--- config.mk ---
export PLATFORM = sky130hd
export DESIGN_NAME = fp_mul_pipe
export DESIGN_NICKNAME = d
export VERILOG_FILES = /design/src/rtl/fp_mul_pipe.sv
export SDC_FILE = /design/constraint.sdc
export NUM_CORES = 2
export LEC_CHECK = 0
export CAP_MARGIN = 20
export CORE_ASPECT_RATIO = 2
export CORE_MARGIN = 2
export CORE_UTILIZATION = 55
export DETAILED_ROUTE_END_ITERATION = 8
export GPL_TIMING_DRIVEN = 0
export PLACE_DENSITY = 0.76
export SYNTH_ARGS = -nofsm -noshare
export SYNTH_HDL_FRONTEND = slang
export SYNTH_SLANG_ARGS = --single-unit
--- constraint.sdc ---
create_clock -name clk -period 6.5 [get_ports clk]
set_input_delay 0.975 -clock clk [delete_from_list [all_inputs] [get_ports clk]]
set_output_delay 0.975 -clock clk [all_outputs]
set_load 0.005 [all_outputs]
--- src/rtl/fp_mul_pipe.sv ---
// fp_mul_pipe: three-stage pipelined floating-point multiplier with round-to-nearest-even and valid/ready flow control
// Ports: clk; rst (synchronous, active-high); in_valid/in_ready/in_a/in_b on the operand side;
//        out_valid/out_ready/out_p on the result side; out_flags {invalid, overflow, underflow, inexact}
//        exists only when FP_MUL_FLAGS_EN is defined.
module fp_mul_pipe #(
   parameter int EXP_W = 8,
   parameter int MAN_W = 23
) (
   input  logic                 clk,
   input  logic                 rst,
   input  logic                 in_valid,
   output logic                 in_ready,
   input  logic [EXP_W+MAN_W:0] in_a,
   input  logic [EXP_W+MAN_W:0] in_b,
   output logic                 out_valid,
   input  logic                 out_ready,
   output logic [EXP_W+MAN_W:0] out_p
`ifdef FP_MUL_FLAGS_EN
   ,
   output logic [3:0]           out_flags
`endif
);
   localparam int W = 1 + EXP_W + MAN_W;
   localparam int PW = 2 * MAN_W + 2;
   localparam int XW = EXP_W + 2;
   localparam logic [XW-1:0] BIAS = XW'(2 ** (EXP_W - 1) - 1);
   localparam logic [XW-1:0] XMAX = XW'(2 ** EXP_W - 1);
   localparam logic [EXP_W-1:0] EONE = '1;
   localparam logic [W-1:0] QNAN = {1'b0, EONE, 1'b1, {(MAN_W - 1){1'b0}}};
   logic adv;
   logic [EXP_W-1:0] ea, eb;
   logic [MAN_W-1:0] fa, fb, mn;
   logic nan_a, nan_b, inf_a, inf_b, zro_a, zro_b;
   logic sgn, is_nan, is_inv, is_inf, is_zro;
   logic v1, s1, sp1, v2, s2, sp2;
   logic [XW-1:0] x1, x2, xn;
   logic [MAN_W:0] ma1, mb1, mr;
   logic [W-1:0] spv, spv1, spv2, res;
   logic [PW-1:0] p2;
   logic hi, g, st, rnd, ovf, unf;
`ifdef FP_MUL_FLAGS_EN
   logic inv1, inv2;
`endif
   assign adv = !out_valid || out_ready;
   assign in_ready = adv;
   assign {ea, fa} = in_a[W-2:0];
   assign {eb, fb} = in_b[W-2:0];
   assign nan_a = ea == EONE && fa != '0;
   assign nan_b = eb == EONE && fb != '0;
   assign inf_a = ea == EONE && fa == '0;
   assign inf_b = eb == EONE && fb == '0;
   assign zro_a = ea == '0;
   assign zro_b = eb == '0;
   assign sgn = in_a[W-1] ^ in_b[W-1];
   assign is_nan = nan_a || nan_b;
   assign is_inv = !is_nan && ((inf_a && zro_b) || (zro_a && inf_b));
   assign is_inf = !is_nan && !is_inv && (inf_a || inf_b);
   assign is_zro = !is_nan && !inf_a && !inf_b && (zro_a || zro_b);
   assign spv = (is_nan || is_inv) ? QNAN : is_inf ? {sgn, EONE, {MAN_W{1'b0}}} : {sgn, {(W - 1){1'b0}}};
   // product in [1,4): the top bit selects which window holds the stored mantissa
   assign hi = p2[PW-1];
   assign mn = hi ? p2[PW-2 -: MAN_W] : p2[PW-3 -: MAN_W];
   assign g = hi ? p2[MAN_W] : p2[MAN_W-1];
   assign st = hi ? |p2[MAN_W-1:0] : |p2[MAN_W-2:0];
   assign rnd = g && (st || mn[0]);
   // a rounding carry leaves the low MAN_W bits at zero, so only the exponent needs bumping
   assign mr = {1'b0, mn} + (MAN_W + 1)'(rnd);
   assign xn = x2 + XW'(hi) + XW'(mr[MAN_W]);
   assign ovf = !xn[XW-1] && xn >= XMAX;
   assign unf = xn[XW-1] || xn == '0;
   assign res = sp2 ? spv2 : ovf ? {s2, EONE, {MAN_W{1'b0}}} : unf ? {s2, {(W - 1){1'b0}}} : {s2, xn[EXP_W-1:0], mr[MAN_W-1:0]};
   always_ff @(posedge clk) begin
      if (rst) begin
         v1 <= 1'b0;
         v2 <= 1'b0;
         out_valid <= 1'b0;
         out_p <= '0;
      end else if (adv) begin
         v1 <= in_valid;
         v2 <= v1;
         out_valid <= v2;
         if (v2) out_p <= res;
      end
   end
   always_ff @(posedge clk) begin
      if (adv) begin
         s1 <= sgn;
         x1 <= {2'b00, ea} + {2'b00, eb} - BIAS;
         ma1 <= {1'b1, fa};
         mb1 <= {1'b1, fb};
         sp1 <= is_nan || is_inv || is_inf || is_zro;
         spv1 <= spv;
         s2 <= s1;
         x2 <= x1;
         p2 <= PW'(ma1) * PW'(mb1);
         sp2 <= sp1;
         spv2 <= spv1;
      end
   end
`ifdef FP_MUL_FLAGS_EN
   always_ff @(posedge clk) begin
      if (adv) begin
         inv1 <= is_inv;
         inv2 <= inv1;
      end
   end
   always_ff @(posedge clk) begin
      if (rst) out_flags <= '0;
      else if (adv && v2) out_flags <= {inv2, !sp2 && ovf, !sp2 && unf, !sp2 && (ovf || unf || g || st)};
   end
`endif
endmodule
; ---- Word level (Yosys, flattened, before mapping)
; Cells that the tools add are included.
[word_totals]
ff_bits = 217
input_bits = 68
out_inout_bits = 34
wordCells = 72
[classes]
add_sub_neg = 5
n_mul = 1
order_cmp = 1
n_eq_ne = 2
n_mux = 7
bitwise = 1
n_reduce_logical = 40
[op_table]
columns = cell, count
row1 = $mux W31, 3
row2 = $mul A24 B24 Y48, 1
row3 = $logic_not A23 Y1, 2
row4 = $reduce_bool A23 Y1, 2
row5 = $mux W32, 1
row6 = $add A23 B1 Y24, 1
row7 = $mux W23, 1
row8 = $reduce_or A23 Y1, 1
row9 = $reduce_or A22 Y1, 1
row10 = $add A10 B1 Y10, 2
row11 = $eq A8 B8 Y1 const B, 2
row12 = $logic_not A8 Y1, 2
row13 = $logic_and A1 B1 Y1, 14
row14 = $ge A10 B8 Y1 const B, 1
row15 = $logic_not A10 Y1, 1
row16 = $logic_or A1 B1 Y1, 10
row17 = $sub A9 B7 Y10 const B, 1
row18 = $add A8 B8 Y9, 1
row19 = $logic_not A1 Y1, 6
row20 = $mux W1, 2
row21 = $reduce_and A2 Y1, 1
row22 = $xor A1 B1 Y1, 1

; ---- Logic depth before layout (Yosys ltp)
[logic_depth]
depth_word = 11
depth_mapped = 27
depth_no_buf = 25

; ---- Least setup slack after synthesis
; OpenSTA, ideal clock, no wires.
[synth_path]
path_type = register -> register
from = register ma1[14]
to = register p2[44], data pin
setup_ns = 0.260
arrival_time_ns = 6.757
required_time_ns = 6.240
setup_slack_ns = -0.516
path_stages_with_launch = 26
n_path_buf = 2
period_less_slack_ns = 7.016
cell_sequence = edfxtp_1 clkbuf_1 nand2_1 fa_1 inv_1 fa_1 inv_1 fa_1 fa_1 inv_1 fa_1 fa_1 inv_1 fa_1 inv_1 ha_1 buf_2 a2111o_1 a31o_1 a32oi_1 o21ai_1 o41ai_2 a211oi_1 a221o_1 a21o_1 xor2_1
[synth_via]
elab_chain_len = 1
[synth_lines]
columns = item, line
row1 = start: declaration, 37  ; logic [MAN_W:0] ma1, mb1, mr;
row2 = start signal: assignment, 89  ; ma1 <= {1'b1, fa};
row3 = $mul A24 B24 Y48, 95  ; p2 <= PW'(ma1) * PW'(mb1);
row4 = end signal: assignment, 95
row5 = end: declaration, 39  ; logic [PW-1:0] p2;
; Every way passes these cells.
; A chain may end at the register's enable or synchronous reset.

; ---- Worst setup path after layout
[layout_path]
from = register mb1[3]
to = register p2[28], data pin
[layout_via]
elab_chain_len = 1
[layout_lines]
columns = item, line
row1 = start: declaration, 37
row2 = start signal: assignment, 90  ; mb1 <= {1'b1, fb};
row3 = $mul A24 B24 Y48, 95
; Every way passes these cells.

==> impl_results.md <==
- GP Congestion: 1.036
- Top_reg_cell synth: edfxtp_1
- Boundary Pins: 102
- Hold Crit Start: x1[8]
- Post-layout util: 66.40%
- Dpl hpwl: 68340 um
- Fin crit share: 115.1%
- Worst path most repeated cell: fa_1
- Top cells by area, synth: fa_1, edfxtp_1, ha_1
- Grt total ovfl: 0
- Worst setup SP type: flop
- CP peak stage delay: 0.59 ns
- Average wire per standard cell: 24.94 um
- R2R cell count: 26
- Drt first pass iters: 5
- Library cells used by synthesis: 70
- Synth warn: 0
- # setup viols final: 29
- Number of synthesized flops with an enable pin: 124
- Initial Util: 55.57%
- Layout net count: 3631
- Seq cells post-synth: 159
- Synthesized area per cell: 9.681 um^2
- Pin count of the biggest net entering global routing: 82
- Cts hold-fix bufs: 0
- TritonCTS clock tree: built
- R2R Setup Slk: -0.98 ns
- Slew at the pin with the worst max-slew slack: 1.299 ns
- Crit. End Element: flop
- Area of the die: 48010 um^2
- Final WS setup: -0.9798 ns
- Synth Net Count: 3365
- GRT Overall Usage: 37.51%
- CTS Sinks: 159
- DRT Wirelength: 86480 um
- Status: finished, violations left
- Clk Latency, worst-skew pair: 0.48 ns
- Rel. slew slack: 12.60%
- Post-synthesis sequential area ratio: 17.42%
- Placed insts: 3291
- Layout cells sized above 1: 15.23%
- Global-route wire length before repair: 127800 um
- Min Tclk post-route: 7.480 ns
- Hold depth: 0
- Die span in x: 155.9 um
- Remaining antenna violation count: 0
- Core Rows: 111
- Num CTS Buffers: 17
- Slew Limit Fails: 0
- Fmax: 133.7 MHz
- Area of the mapped netlist: 25390 um^2
- Clk Tree Root Cell: clkbuf_16
- RSZ-0062 raised after global routing: yes
- Max clock buf depth: 2
- RR Endpoint: p2[28]
- Initial DRC count: 1525
- Port Buf Inserts: 101
- Cells after Synth: 2623
- Vias: 19820
- Initial antenna violation count: 2
- Commonest cells after routing, fill and taps aside: inv_1, fa_1, nand2_1
- Vias in the first global route: 21630
- Fillers: 3627
- Non-filler cells in the finished layout: 3468
- Clock Pin Slew Worst Setup and Hold Paths: 0.08 ns
- Most common cell after layout, fill and taps aside: inv_1
- CTS H-tree lvls: 4
- Core area: 45690 um^2
- Kind of critical path: reg -> reg
- Synth async-reset ratio: 0%
- Yosys top cell area share: 38.16%
- Final Hold Viols: 0
- Cell type with the largest total area after synthesis: fa_1
- # DRC: 0
- Worst min-delay path class: reg -> reg
- CP Max Fanout: 10
- Violated checks: negative setup slack
- WP data required: 6.73 ns
- R2R Path Start: mb1[3]
- Layout Skew: 0.02254 ns
- Via/cell ratio: 5.715
- Die Y: 307.9 um
- Max Cap Violations: 0
- Min-Delay Endpoint: x2[8]
- Slowest stage cell, crit path: fa_2
- Worst EP arrival: 7.71 ns
- Area grow syn2layout: 19.49%
## logic make-up (layout without fill, tap and decap cells)
| family | Yosys count | in the layout | synth area share, % |
|---|---|---|---|
| adder cells (fa/ha/maj) | 674 | 674 | 47.52 |
| other | 0 | 1 | 0 |
| XOR/XNOR | 84 | 84 | 2.897 |
| multiplexers | 22 | 22 | 0.9066 |
| flip-flops | 159 | 159 | 17.42 |
| AND/OR/NAND/NOR | 757 | 757 | 14.99 |
| AO/OA/AOI/OAI | 217 | 217 | 5.726 |
| buffers and inverters | 710 | 989 | 10.54 |
## Yosys cell counts, types with 23 or more instances
cell / instances
fa_1: 484
xnor2_1: 52
nor2_1: 74
a21o_1: 23
ha_1: 190
xor2_1: 32
and2_1: 247
dfxtp_1: 35
a21oi_1: 65
nand2_1: 305
edfxtp_1: 124
inv_1: 593
clkbuf_1: 106
o21ai_0: 41
nand3_1: 34
nor4_1: 23
## registers in the layout, indices dropped and copies added, names as in the netlist
name,cells
v1,1
x2,10
spv2,3
out_p,32
s2,1
p2,48
sp2,1
v2,1
x1,10
sp1,1
s1,1
spv1,3
out_valid,1
ma1,23
mb1,23
## critical path, delay by kind of cell (launching register included)
| family | cells | cell delay [ns] |
|---|---|---|
| AND/OR/NAND/NOR | 1 | 0.11 |
| buffers and inverters | 9 | 1.00 |
| XOR/XNOR | 1 | 0.07 |
| AO/OA/AOI/OAI | 7 | 1.73 |
| flip-flops | 1 | 0.49 |
| adder cells (fa/ha/maj) | 8 | 3.85 |
## how the worst max path moves through the flow
stage                     depth (start not counted)      to     from
after global routing                             25  p2[44]   mb1[1]
after global placement                           23  p2[41]   ma1[8]
after detailed placement                         23  p2[41]   ma1[8]
after floorplan                                  25  p2[44]  ma1[16]
final                                            26  p2[28]   mb1[3]
after CTS                                        25  p2[44]   mb1[8]
## final cells by class
cell class	instances	area [um^2]	share of cell area [%]
Buffer	103	838.3	2.763
Tap cell	565	706.9	2.330
Sequential cell	159	4424	14.58
Multi-Input combinational cell	1754	19040	62.75
Antenna cell	1	2.502	0.008247
Timing Repair Buffer	258	2451	8.078
Inverter	596	2257	7.439
Clock inverter	15	196.4	0.6474
Clock buffer	17	425.4	1.402
## per-layer routing
metal  share of wire (%)  global-route usage [%]
met4                  13                   39.28
met2                  50                   64.51
met1                  31                   37.05
met5               0.012                       0
met3                 5.8                   5.143
## timing repair
| item | 4_1_cts | 5_1_grt |
|---|---|---|
| endpoints found under the hold margin | 0 | 0 |
| cloned | 0 | 1 |
| setup endpoints to repair | 34 | 29 |
| setup buffers | 104 | 50 |
| resized for setup | 250 | 152 |
| pin swaps | 53 | 99 |
## through the flow
step / TNS (ns) / area [um^2] / hold WS [ns] / setup WS [ns]
3_3_place_gp: -46.38 / 27210 / 0.4012 / -2.754
2_1_floorplan: -1.533 / 25490 / 0.4003 / -0.3878
3_5_place_dp: -47.89 / 27250 / 0.4052 / -2.809
5_1_grt: -20.90 / 30340 / 0.4180 / -1.056
4_1_cts: -15.54 / 29560 / 0.4130 / -1.119
6_report: -19.17 / 30340 / 0.4159 / -0.9798
Power is left out: the tool's default activity adds up to more than one toggle a clock period on the data nets, which glitch-free logic cannot reach.
